[config.mk]
export PLATFORM = sky130hd
export DESIGN_NAME = conv_seq_flat
export DESIGN_NICKNAME = d
export VERILOG_FILES = /design/src/rtl/conv_pkg.sv /design/src/rtl/conv_seq_if.sv /design/src/rtl/conv_seq_zreader.sv /design/src/rtl/conv_seq.sv /design/src/flat_wrapper.sv
export SDC_FILE = /design/constraint.sdc
export NUM_CORES = 1
export LEC_CHECK = 0
export BUFFER_PORTS_ARGS = -buffer_cell sky130_fd_sc_hd__buf_2
export CORE_ASPECT_RATIO = 2
export CORE_MARGIN = 10
export CORE_UTILIZATION = 25
export CTS_CLUSTER_DIAMETER = 50
export CTS_CLUSTER_SIZE = 10
export DETAILED_ROUTE_END_ITERATION = 16
export GPL_TIMING_DRIVEN = 0
export HOLD_SLACK_MARGIN = 0.15
export PLACE_DENSITY = 0.48
export SLEW_MARGIN = 20
export SYNTH_ARGS = -nofsm -noshare
export SYNTH_HDL_FRONTEND = slang
export SYNTH_SLANG_ARGS = --single-unit
[constraint.sdc]
create_clock -name clk -period 1.9 [get_ports clk]
set_input_delay 0.38 -clock clk [delete_from_list [all_inputs] [get_ports clk]]
set_output_delay 0.38 -clock clk [all_outputs]
set_load 0.1 [all_outputs]
[src/rtl/conv_pkg.sv]
// conv_pkg: shared state encoding and width defaults for the conv_seq sequencer.
package conv_pkg;
  typedef enum logic [2:0] {IDLE, LOADX, LOADY, START, WAITC, READZ, FINISH} conv_seq_state_t;
  localparam int DEF_DATA_WIDTH = 8;
  localparam int DEF_ADDR_WIDTH = 5;
  localparam int Z_WIDTH = 2 * DEF_DATA_WIDTH;
  localparam int Z_ADDR_WIDTH = DEF_ADDR_WIDTH + 1;
  function automatic int z_width(input int dw);
    return 2 * dw;
  endfunction
endpackage

[src/rtl/conv_seq_if.sv]
// conv_seq_if: host-side input and output streams of the convolution sequencer.
interface conv_seq_if #(parameter int DATA_WIDTH = 8);
  logic in_valid;
  logic in_ready;
  logic [DATA_WIDTH-1:0] in_data;
  logic out_valid;
  logic out_ready;
  logic out_last;
  logic [2*DATA_WIDTH-1:0] out_data;
  modport master(output in_valid, in_data, out_ready, input in_ready, out_valid, out_data, out_last);
  modport slave(input in_valid, in_data, out_ready, output in_ready, out_valid, out_data, out_last);
endinterface

[src/rtl/conv_seq_zreader.sv]
// conv_seq_zreader: walks memZ from 0 to len-1 and streams each sample out with valid/ready.
module conv_seq_zreader #(
  parameter int DW = 16,
  parameter int AW = 6
) (
  input  logic          clk,
  input  logic          rstn,
  input  logic          en,
  input  logic [AW-1:0] len,
  output logic [AW-1:0] raddr,
  input  logic [DW-1:0] rdata,
  output logic          out_valid,
  input  logic          out_ready,
  output logic [DW-1:0] out_data,
  output logic          out_last,
  output logic          last_hs
);
  logic pend;
  assign last_hs = en & out_valid & out_ready & out_last;
  // pend marks the cycle in which the RAM presents data for raddr
  always_ff @(posedge clk or negedge rstn) begin
    if (!rstn) begin
      raddr     <= '0;
      pend      <= 1'b0;
      out_valid <= 1'b0;
      out_data  <= '0;
      out_last  <= 1'b0;
    end else if (!en) begin
      raddr     <= '0;
      pend      <= 1'b0;
      out_valid <= 1'b0;
      out_last  <= 1'b0;
    end else if (out_valid) begin
      if (out_ready) begin
        out_valid <= 1'b0;
        out_last  <= 1'b0;
        raddr     <= raddr + 1'b1;
      end
    end else if (!pend) begin
      pend <= 1'b1;
    end else begin
      pend      <= 1'b0;
      out_valid <= 1'b1;
      out_data  <= rdata;
      out_last  <= raddr == len - 1'b1;
    end
  end
endmodule

[src/rtl/conv_seq.sv]
// conv_seq: loads memX/memY from a host stream, runs conv, streams memZ back.
// Define CONV_SEQ_PERF_EN to build the WAITC cycle counter on perf_cycles.
module conv_seq import conv_pkg::*; #(
  parameter int DATA_WIDTH = DEF_DATA_WIDTH,
  parameter int ADDR_WIDTH = DEF_ADDR_WIDTH
) (
  input  logic                    clk,
  input  logic                    rstn,
  input  logic                    go,
  input  logic [ADDR_WIDTH-1:0]   size_x_i,
  input  logic [ADDR_WIDTH-1:0]   size_y_i,
  conv_seq_if.slave               host,
  output logic                    memX_we,
  output logic [ADDR_WIDTH-1:0]   memX_waddr,
  output logic [DATA_WIDTH-1:0]   memX_wdata,
  output logic                    memY_we,
  output logic [ADDR_WIDTH-1:0]   memY_waddr,
  output logic [DATA_WIDTH-1:0]   memY_wdata,
  output logic                    conv_start,
  output logic [ADDR_WIDTH-1:0]   conv_size_x,
  output logic [ADDR_WIDTH-1:0]   conv_size_y,
  input  logic                    conv_done,
  output logic [ADDR_WIDTH:0]     memZ_raddr,
  input  logic [2*DATA_WIDTH-1:0] memZ_rdata,
  output logic                    busy,
  output logic                    done,
  output logic                    err,
  output logic [15:0]             perf_cycles
);
  localparam int ZW = z_width(DATA_WIDTH);
  localparam int ZAW = ADDR_WIDTH + 1;
  conv_seq_state_t state;
  logic [ADDR_WIDTH-1:0] cnt;
  logic [ZAW-1:0] len;
  logic last_hs, xlast, ylast;
  assign len = {1'b0, conv_size_x} + {1'b0, conv_size_y} - 1'b1;
  assign xlast = cnt == conv_size_x - 1'b1;
  assign ylast = cnt == conv_size_y - 1'b1;
  assign host.in_ready = state == LOADX || state == LOADY;
  assign memX_we = state == LOADX && host.in_valid;
  assign memY_we = state == LOADY && host.in_valid;
  assign memX_waddr = memX_we ? cnt : '0;
  assign memY_waddr = memY_we ? cnt : '0;
  assign memX_wdata = memX_we ? host.in_data : '0;
  assign memY_wdata = memY_we ? host.in_data : '0;
  assign conv_start = state == START;
  assign busy = state != IDLE;
  assign done = state == FINISH;
  always_ff @(posedge clk or negedge rstn) begin
    if (!rstn) begin
      state       <= IDLE;
      cnt         <= '0;
      conv_size_x <= '0;
      conv_size_y <= '0;
      err         <= 1'b0;
    end else begin
      err <= 1'b0;
      case (state)
        IDLE: if (go) begin
          if (size_x_i != '0 && size_y_i != '0) begin
            conv_size_x <= size_x_i;
            conv_size_y <= size_y_i;
            cnt         <= '0;
            state       <= LOADX;
          end else begin
            err <= 1'b1;
          end
        end
        LOADX: if (host.in_valid) begin
          cnt   <= xlast ? '0 : cnt + 1'b1;
          state <= xlast ? LOADY : LOADX;
        end
        LOADY: if (host.in_valid) begin
          cnt   <= ylast ? '0 : cnt + 1'b1;
          state <= ylast ? START : LOADY;
        end
        START:   state <= WAITC;
        WAITC:   state <= conv_done ? READZ : WAITC;
        READZ:   state <= last_hs ? FINISH : READZ;
        FINISH:  state <= IDLE;
        default: state <= IDLE;
      endcase
    end
  end
`ifdef CONV_SEQ_PERF_EN
  always_ff @(posedge clk or negedge rstn) begin
    if (!rstn) perf_cycles <= '0;
    else if (state == START) perf_cycles <= '0;
    else if (state == WAITC && perf_cycles != 16'hFFFF) perf_cycles <= perf_cycles + 1'b1;
  end
`else
  assign perf_cycles = '0;
`endif
  conv_seq_zreader #(.DW(ZW), .AW(ZAW)) u_zreader (
    .clk       (clk),
    .rstn      (rstn),
    .en        (state == READZ),
    .len       (len),
    .raddr     (memZ_raddr),
    .rdata     (memZ_rdata),
    .out_valid (host.out_valid),
    .out_ready (host.out_ready),
    .out_data  (host.out_data),
    .out_last  (host.out_last),
    .last_hs   (last_hs)
  );
endmodule

[src/flat_wrapper.sv]
// flat-port wrapper written by rule: the top's interface ports become plain ports
module conv_seq_flat import conv_pkg::*;
#(
  parameter int DATA_WIDTH = DEF_DATA_WIDTH,
  parameter int ADDR_WIDTH = DEF_ADDR_WIDTH
)
  (clk, rstn, go, size_x_i, size_y_i, memX_we, memX_waddr, memX_wdata, memY_we, memY_waddr, memY_wdata, conv_start, conv_size_x, conv_size_y, conv_done, memZ_raddr, memZ_rdata, busy, done, err, perf_cycles, host_in_valid, host_in_data, host_out_ready, host_in_ready, host_out_valid, host_out_data, host_out_last);
  conv_seq_if #(.DATA_WIDTH(DATA_WIDTH)) host_i ();
  input  logic clk;
  input  logic rstn;
  input  logic go;
  input  logic [ADDR_WIDTH-1:0] size_x_i;
  input  logic [ADDR_WIDTH-1:0] size_y_i;
  output logic memX_we;
  output logic [ADDR_WIDTH-1:0] memX_waddr;
  output logic [DATA_WIDTH-1:0] memX_wdata;
  output logic memY_we;
  output logic [ADDR_WIDTH-1:0] memY_waddr;
  output logic [DATA_WIDTH-1:0] memY_wdata;
  output logic conv_start;
  output logic [ADDR_WIDTH-1:0] conv_size_x;
  output logic [ADDR_WIDTH-1:0] conv_size_y;
  input  logic conv_done;
  output logic [ADDR_WIDTH:0] memZ_raddr;
  input  logic [2*DATA_WIDTH-1:0] memZ_rdata;
  output logic busy;
  output logic done;
  output logic err;
  output logic [15:0] perf_cycles;
  input wire logic [$bits(host_i.in_valid)-1:0] host_in_valid;
  input wire logic [$bits(host_i.in_data)-1:0] host_in_data;
  input wire logic [$bits(host_i.out_ready)-1:0] host_out_ready;
  output wire logic [$bits(host_i.in_ready)-1:0] host_in_ready;
  output wire logic [$bits(host_i.out_valid)-1:0] host_out_valid;
  output wire logic [$bits(host_i.out_data)-1:0] host_out_data;
  output wire logic [$bits(host_i.out_last)-1:0] host_out_last;
  assign host_i.in_valid = host_in_valid;
  assign host_i.in_data = host_in_data;
  assign host_i.out_ready = host_out_ready;
  assign host_in_ready = host_i.in_ready;
  assign host_out_valid = host_i.out_valid;
  assign host_out_data = host_i.out_data;
  assign host_out_last = host_i.out_last;
  conv_seq #(.DATA_WIDTH(DATA_WIDTH), .ADDR_WIDTH(ADDR_WIDTH)) u_core (.clk(clk), .rstn(rstn), .go(go), .size_x_i(size_x_i), .size_y_i(size_y_i), .host(host_i), .memX_we(memX_we), .memX_waddr(memX_waddr), .memX_wdata(memX_wdata), .memY_we(memY_we), .memY_waddr(memY_waddr), .memY_wdata(memY_wdata), .conv_start(conv_start), .conv_size_x(conv_size_x), .conv_size_y(conv_size_y), .conv_done(conv_done), .memZ_raddr(memZ_raddr), .memZ_rdata(memZ_rdata), .busy(busy), .done(done), .err(err), .perf_cycles(perf_cycles));
endmodule
# == Word level (Yosys, flattened, before mapping) ==
# Index checks and enable logic that the tools add are counted.
# word_totals
regBits,44
input_bits,40
out_inout_bits,83
wordCells,91
# op_classes
n_addsub,7
n_eq_ne,18
n_mux,37
bitwise_logic,4
n_reduce_logical,15
# op_table
op,n
two-way mux 5 bit,8
two-way mux 6 bit,3
case mux 3 bit (6 select lines),1
two-way mux 1 bit,16
two-way mux 8 bit,2
case mux 5 bit (3 select lines),1
two-way mux 3 bit,4
"subtractor 6 x 1 -> 6 bit, second input constant",2
== test 5 bit,2
"inequality test 2 bit, second input constant",5
nonzero test 5 bit,2
"subtractor 5 x 1 -> 5 bit, second input constant",2
"== test 3 bit, second input constant",3
adder 5 x 5 -> 6 bit,1
"adder 6 x 1 -> 6 bit, second input constant",1
"== test 3 x 2 -> 1 bit, second input constant",2
== test 6 bit,1
AND reduction 3 bit,2
nonzero test 3 bit,2
"adder 5 x 1 -> 5 bit, second input constant",1
AND reduction 5 bit,1
two-way mux 2 bit,2
"inequality test 2 x 1 -> 1 bit, second input constant",2
AND reduction 2 bit,2
other kinds (9),13

# == Logic depth before layout (Yosys ltp) ==
# Gate-level depths: netlist (run 1).
# logic_depth
ltp_word,7
ltp_mapped,10
ltp_nobuf,10

# == Modules after synthesis ==
# From an unflattened synthesis (run 1), not the netlist that was laid out.
# hier_totals
hier_cells,314
hier_area_um2,2989.1
# modules_own_cells
mod,n_inst,cells_each,area_per_inst_um2,seq_area_each_um2
conv_seq,1,216,1778.0,475.5
conv_seq_zreader,1,98,1211.2,625.6

# == Worst setup path after synthesis (run 1) ==
# OpenSTA, ideal clock, no wires.
# synth_timing
kind,reg2out
startpoint,register u_core.state[2]
endpoint,output port memX_waddr[0]
arrival_time_ns,2.770
required_time_ns,1.520
setup_slack_ns,-1.250
stages_incl_launch_ff,6
path_buffers,2
cell_sequence,dfrtp_1 > clkbuf_8 > inv_1 > and3_1 > clkbuf_1 > and2_1
# synth_between
elab_chain_len,3
# synth_rtl
element,line,text
"start, declared",conv_seq.sv:32,conv_seq_state_t state;
"start signal, assigned",conv_seq.sv:71,state <= xlast ? LOADY : LOADX;
"start signal, assigned",conv_seq.sv:75,state <= ylast ? START : LOADY;
"start signal, assigned",conv_seq.sv:78,WAITC: state <= conv_done ? READZ : WAITC;
== test 3 x 1 -> 1 bit,conv_seq.sv:40,assign memX_we = state == LOADX && host.in_valid;
logical AND 1 bit,conv_seq.sv:40,
via memX_we,flat_wrapper.sv:14,output logic memX_we;
two-way mux 5 bit,conv_seq.sv:42,assign memX_waddr = memX_we ? cnt : '0;
"end, declared",flat_wrapper.sv:15,output logic [ADDR_WIDTH-1:0] memX_waddr;
# The timed path passes the listed nets, and every way through them passes these cells.

# == Worst setup path after layout (run 1) ==
# layout_timing
startpoint,register u_core.conv_size_y[1]
endpoint,register u_core.u_zreader.out_last
# layout_between
elab_chain_len,7
# layout_rtl
element,line,text
"start, declared",conv_seq.sv:21,"output logic [ADDR_WIDTH-1:0] conv_size_y,"
"start signal, assigned",conv_seq.sv:62,conv_size_y <= size_y_i;
adder 5 x 5 -> 6 bit,conv_seq.sv:36,"assign len = {1'b0, conv_size_x} + {1'b0, conv_size_y} - 1'b1;"
subtractor 6 x 1 -> 6 bit,conv_seq.sv:36,
subtractor 6 x 1 -> 6 bit,conv_seq_zreader.sv:45,out_last <= raddr == len - 1'b1;
== test 6 bit,conv_seq_zreader.sv:45,
two-way mux 1 bit,conv_seq_zreader.sv:39,end else if (!pend) begin
two-way mux 1 bit,conv_seq_zreader.sv:33,end else if (out_valid) begin
two-way mux 1 bit,conv_seq_zreader.sv:28,end else if (!en) begin
"end signal, assigned",conv_seq_zreader.sv:45,
"end, declared",conv_seq_zreader.sv:15,"output logic out_last,"
# Every way passes these cells. The select of a mux whose other input is x is not followed.
# A chain may end at the register's enable or synchronous reset.

==> results of run 1 <==
-- synth_stat cells, types with 2 or more instances --
cell type,instances
xnor2_1,13
mux2_2,25
nor4bb_1,2
nand3_1,3
a21oi_2,2
o21ai_0,6
dfrtp_1,44
xor2_1,12
and3b_1,2
o2bb2ai_1,2
nand2_1,16
a21o_1,3
nor3_1,6
nand2b_1,3
nand4_1,3
inv_1,20
buf_2,3
clkbuf_1,3
o21ai_1,4
nor2_1,11
or3_1,2
a21oi_1,6
o211ai_1,2
ha_1,13
and2_1,27
buf_4,18
or4_1,2
nor2b_1,5
a311oi_2,2
and3_1,3
-- cell families (layout without fill, tap and decap cells) --
logic type / count (synthesis) / after routing / share of synthesized area (%)
xor gates and xnor gates: 25 / 25 / 7.55
AOI/OAI and AO/OA: 36 / 36 / 9.28
and+or+nand+nor: 94 / 94 / 19.2
muxes: 27 / 27 / 10.4
DFF: 44 / 44 / 38.0
other: 1 / 16 / 0.129
buffers and inverters: 47 / 194 / 9.15
adders and majority gates: 14 / 14 / 6.30
-- state kept, by name, summed over array words and instances (netlist names), 3 cells and up --
signal                     flops
u_core.u_zreader.out_data     16
u_core.conv_size_y             5
u_core.u_zreader.raddr         6
u_core.state                   3
u_core.cnt                     5
u_core.conv_size_x             5
-- stage by stage --
| stage | hold WS, ns | instance area (um^2) | instances | util (%) | worst slack (ns) |
|---|---|---|---|---|---|
| 2_1_floorplan | 0.0844 | 3110 | 303 | - | -0.332 |
| 3_3_place_gp | 0.487 | 3810 | 551 | 33.6 | -0.387 |
| 3_5_place_dp | 0.492 | 3810 | 551 | 33.6 | -0.378 |
| 4_1_cts | 0.311 | 4660 | 581 | 41.0 | -0.315 |
| 5_1_grt | 0.317 | 4840 | 592 | 42.6 | -0.292 |
| 6_report | 0.323 | 4840 | 592 | 42.6 | -0.208 |
-- cell type report --
class,count,area [um^2],share of cell area (%)
Timing Repair Buffer,139,1270,26.3
Inverter,20,83.8,1.73
Clock buffer,6,139,2.87
Tap cell,142,178,3.67
Buffer,27,243,5.02
Multi-Input combinational cell,212,1780,36.9
Sequential cell,44,1130,23.4
Clock inverter,2,10.0,0.207
-- final timing paths --
kind	endpoint	start	depth (start not counted)	slack, ns
hold / removal	u_core.u_zreader.out_data[12]	memZ_rdata[12]	2	0.32
setup / recovery	u_core.u_zreader.out_last	u_core.conv_size_y[1]	9	-0.21
setup reg to reg	u_core.u_zreader.out_last	u_core.conv_size_y[1]	9	-0.21
min in group asynchronous	u_core.conv_size_y[1]	rstn	2	0.64
max in group asynchronous	u_core.u_zreader.out_valid	rstn	2	0.78
hold reg to reg	u_core.u_zreader.out_data[12]	u_core.u_zreader.out_data[12]	1	0.50
-- cell usage in the layout, fill, tap and decap left out, drive strengths merged, types with 2 or more instances in the layout --
cell type and n:
o2bb2ai 2, clkbuf 10, or3 2, o21ai 10
nand4 3, conb 16, and2 27, o211ai 3
nor2b 6, mux2 26, ha 13, nor4bb 2
buf 161, inv 19, dfrtp 44, nor3 7
a21o 3, and3b 2, nand2b 3, nand3 4
a21oi 8, a311oi 2, or4 2, and3 3
clkinv 2, nand2 16, xor2 12, nor2 12
xnor2 13
-- metal layers --
metal / GRT usage (%) / part of all wire (%) / vias up
li1: - / - / 1262
met1: 9.69 / 31 / 1235
met2: 21.8 / 58 / 95
met3: 3.26 / 8.1 / 14
met4: 4.38 / 2.7 / 0
met5: 0 / 0 / -
-- timing repair --
action | in CTS | in global routing
setup endpoints to repair | 49 | 40
pin swaps | 26 | 11
endpoints found under the hold margin | 0 | 11
cloned | 2 | 0
gates resized for setup | 139 | 23
setup buffers | 20 | 10
hold buffers | 0 | 1
==> metrics, run 1 <==
CTS tree built; most area-consuming cells after synthesis dfrtp_1 (38%), mux2_2 (9.7%), and2_1 (5.8%), ha_1 (5.6%), buf_4 (4.7%); Initial Util 25.5%; CP arrival 2.32 ns; Worst Path Max Fanout 2; CTS Buf Count 5; setup ws final -0.208 ns; vias in the first global route 2797; HP Class primary input to register; Core ar. 11400 um^2; CP most frequent cell ha_4; Slew @ Worst Pin 0.605 ns; WL per Instance 16.0 um; Die X 96.1 um; cell row count 55; initial antenna violation count 0; Final TNS setup -2.51 ns; crit path max-delay cell type dfrtp_4; # Max-Cap Violations 0; Tot GR Track Use 11.0%; routed vias/inst 4.40; CTS root buf clkbuf_16; outcome finished, violations left; IO Pins 123; Final ANT Viol Nets 0; async set-reset flop share out of synthesis 100%; largest net degree at the start of global routing 45; normalized max-slew margin 59.7%; Clk Latency, worst-skew pair 0.28 ns; failing checks negative setup slack; Post-synth top flop dfrtp_1; Tcrit/Tclk final 111%; fill count 1111; WS Path Type register to register; Max Slew Vio Count 0; crit-path leading delay family adder cells; CP Cell Sequence inv_4, ha_4, inv_2, ha_4, fa_2, xor2_1, nor4_2, nand4_1, o21ai_1; share of layout cells above drive strength 1 60.4%; maximum root-to-sink buffer count 2; post-synth cell types 55; RSZ-0062 raised after global routing true; DR iter-0 viols 63; Max H-tree Level 2; Remaining DRCs 0; Die ar. 16600 um^2; CTS Sinks 44; CP startpoint kind register; Die Y 172 um; final wirelength 9480 um; Worst Path Required 2.11 ns; slowest stage delay, CP 0.49 ns; Synth Area per Inst 10.1 um^2; Yosys reg bits 44; f_max 474 MHz; post-synth top area share 38.0%; Yosys top cell by area dfrtp_1; yosys warns 0; nets 503; post-layout minimum cycle time 2.11 ns; Crit. End Element register; via count 2606; placer congestion estimate 0.798; Hold Vio Cnt, Final 0; total gr overflow 0; Antenna Cells 0; input/output buffers 106; clock skew 0.00342 ns; Post-Syn Area 2900 um^2; hpwl dp 7060 um; Post-synth EDFFs 0; Clk pin slew, worst setup/hold paths 0.06 ns; Mapped Cells 288; first-pass GRT wire length 14200 um; Worst Path Buf+Inv 2; sequential share of the synthesized area 38.0%; area grow syn2layout 66.9%; drt pass-1 iters 4; endpoints failing setup 31
Power of run 1 is left out: the tool's default activity adds up to more than one toggle a clock period on the data nets, which glitch-free logic cannot reach.
==> run 2: changes to the inputs <==
--- a/config.mk
+++ b/config.mk
@@ -6,15 +6,17 @@
 export NUM_CORES = 1
 export LEC_CHECK = 0
 export BUFFER_PORTS_ARGS = -buffer_cell sky130_fd_sc_hd__buf_2
+export CAP_MARGIN = 10
+export CELL_PAD_IN_SITES_DETAIL_PLACEMENT = 0
+export CELL_PAD_IN_SITES_GLOBAL_PLACEMENT = 1
 export CORE_ASPECT_RATIO = 2
-export CORE_MARGIN = 10
 export CORE_UTILIZATION = 25
 export CTS_CLUSTER_DIAMETER = 50
 export CTS_CLUSTER_SIZE = 10
 export DETAILED_ROUTE_END_ITERATION = 16
 export GPL_TIMING_DRIVEN = 0
 export HOLD_SLACK_MARGIN = 0.15
-export PLACE_DENSITY = 0.48
+export PLACE_DENSITY = 0.61
 export SLEW_MARGIN = 20
 export SYNTH_ARGS = -nofsm -noshare
 export SYNTH_HDL_FRONTEND = slang
==> run 2 against run 1 <==
Against the previous run: hold slack about the same; register-to-register slack worse by 0.02 ns; the flow still finishes with violations (negative setup slack); worst setup slack worse by 0.016 ns; non-clock buffer count shrank 3; design area decreased by 1.2%; clock skew is 0.0014 ns lower; die area shrank 27%; global-route usage is 3.5 points higher; routed wire length down 9.7%; highest routed layer unchanged.
==> metrics, run 2 (synthesized netlist as in run 1, its figures left out) <==
cell row count 55 (unchanged); share of layout cells above drive strength 1 59.3% (-1.2 points); Crit. End Element register; vias in the first global route 2653 (-5.1%); Slew @ Worst Pin 0.596 ns (-0.00956 ns); Worst Path Buf+Inv 2 (unchanged); IO Pins 123 (unchanged); Antenna Cells 0 (unchanged); CTS tree built; commonest cells after routing, fill and taps aside buf_2 (75), buf_4 (45), dfrtp_1 (33); Max Slew Vio Count 0 (unchanged); Tcrit/Tclk final 112% (+0.86 points); clock skew 0.00197 ns (-0.00145 ns); Worst Path Max Fanout 2 (unchanged); crit path max-delay cell type dfrtp_4; final hold slack 0.324 ns (+0.000460 ns); # Max-Cap Violations 0 (unchanged); f_max 471 MHz (-0.77%); nets 500 (-0.60%); CP most frequent cell ha_4; Max H-tree Level 2 (unchanged); RSZ-0062 raised after global routing true; CTS root buf clkbuf_16; DR iter-0 viols 67 (+6.3%); final wirelength 8560 um (-9.7%); setup ws final -0.225 ns (-0.0164 ns); Hold Vio Cnt, Final 0 (unchanged); Tot GR Track Use 14.5% (+3.5 points); slowest stage delay, CP 0.50 ns (about the same); Clk pin slew, worst setup/hold paths 0.06 ns (about the same); area grow syn2layout 64.8%; initial antenna violation count 0 (unchanged); number of flip-flops in the largest register 16 (unchanged); CP arrival 2.33 ns (about the same); routed vias/inst 4.41 (+0.12%); multi-input gate area in the final layout 1760 um^2 (-1.2%); hpwl dp 6000 um (-15%); first-pass GRT wire length 13400 um (-5.5%); Core ar. 11300 um^2 (-0.61%); post-layout minimum cycle time 2.12 ns (+0.0164 ns); Reg with most FFs u_core.u_zreader.out_data; Remaining DRCs 0 (unchanged); Die X 78.1 um (-19%); via count 2596 (-0.38%); Final TNS setup -2.47 ns (+0.0418 ns); CTS Buf Count 5 (unchanged); crit-path leading delay family adder cells; Sequential Area 1130 um^2 (unchanged); Clk Latency, worst-skew pair 0.28 ns (about the same); CTS Sinks 44 (unchanged); Die Y 154 um (-10%); maximum root-to-sink buffer count 2 (unchanged); Worst Path Required 2.11 ns (about the same); fill count 1098 (-1.2%); Initial Util 25.7% (+0.16 points); outcome finished, violations left; drt pass-1 iters 4 (unchanged); normalized max-slew margin 60.3% (+0.64 points); commonest non-fill, non-tap cell in the layout buf_2; endpoints failing setup 34 (+9.7%); largest registers u_core.u_zreader.out_data: 16 flops, u_core.u_zreader.raddr: 6 flops; Final ANT Viol Nets 0 (unchanged); placer congestion estimate 0.744 (-6.8%); HP Class primary input to register; Post-Place Setup Slack -0.409 ns (-0.0310 ns); WL per Instance 14.5 um (-9.2%); WS Path Type register to register; input/output buffers 106 (unchanged); failing checks negative setup slack; CP startpoint kind register; CP Cell Sequence inv_4, ha_4, inv_2, ha_4, fa_2, xor2_1, nor4_2, nand4_1, o21ai_1; Die ar. 12100 um^2 (-27%); largest net degree at the start of global routing 45 (unchanged); total gr overflow 0 (unchanged)
-- run 2: what timing repair did --
action | in CTS | in global routing
hold buffers | 0 | 1
cloned | 2 | 0
pin swaps | 15 | 12
endpoints found under the setup margin | 49 | 54
setup buffers | 20 | 9
resized for setup | 130 | 29
hold endpoints to repair | 0 | 20
-- run 2: final timing paths --
path	start	to	slack (ns)	cells past startpoint
setup / recovery	u_core.conv_size_x[1]	u_core.u_zreader.out_last	-0.22	9
hold / removal	memZ_rdata[8]	u_core.u_zreader.out_data[8]	0.32	2
setup reg to reg	u_core.conv_size_x[1]	u_core.u_zreader.out_last	-0.22	9
hold reg to reg	u_core.u_zreader.out_data[11]	u_core.u_zreader.out_data[11]	0.50	1
max in group asynchronous	rstn	u_core.u_zreader.out_valid	0.79	2
min in group asynchronous	rstn	u_core.conv_size_y[1]	0.64	2
-- run 2: layout make-up --
type	count	area share [%]
clock buffers	8	3.06
inverters	20	1.75
well taps	142	3.72
multi-input cells	212	36.9
plain buffers	26	4.87
flip-flops and latches	44	23.6
repair buffers	137	26.1
-- run 2: worst reg2reg max path: cells and delay by family, from the launching register on --
kind / cells / cell delay (ns)
adder cells (fa/ha/maj): 3 / 0.77
XOR/XNOR: 1 / 0.16
flip-flops: 1 / 0.50
AO/OA/AOI/OAI: 1 / 0.11
AND/OR/NAND/NOR: 2 / 0.39
buffers and inverters: 2 / 0.14
-- run 2: metrics by stage --
stage / cell area, um^2 / util [%] / std cells
finish: 4780 / 42.3 / 589
global route: 4780 / 42.3 / 589
CTS: 4620 / 41.0 / 581
detailed placement: 3810 / 33.8 / 551
global placement: 3810 / 33.8 / 551
floorplan: 3110 / - / 303
-- run 2: layer usage --
metal | share of wire, % | vias to the layer above | track usage [%]
met4 | 3.7 | 0 | 8.47
met2 | 58 | 96 | 29.0
li1 | - | 1261 | -
met3 | 4.6 | 14 | 2.77
met1 | 34 | 1225 | 12.9
met5 | 0 | - | 0
Power of run 2 is left out for the same reason.
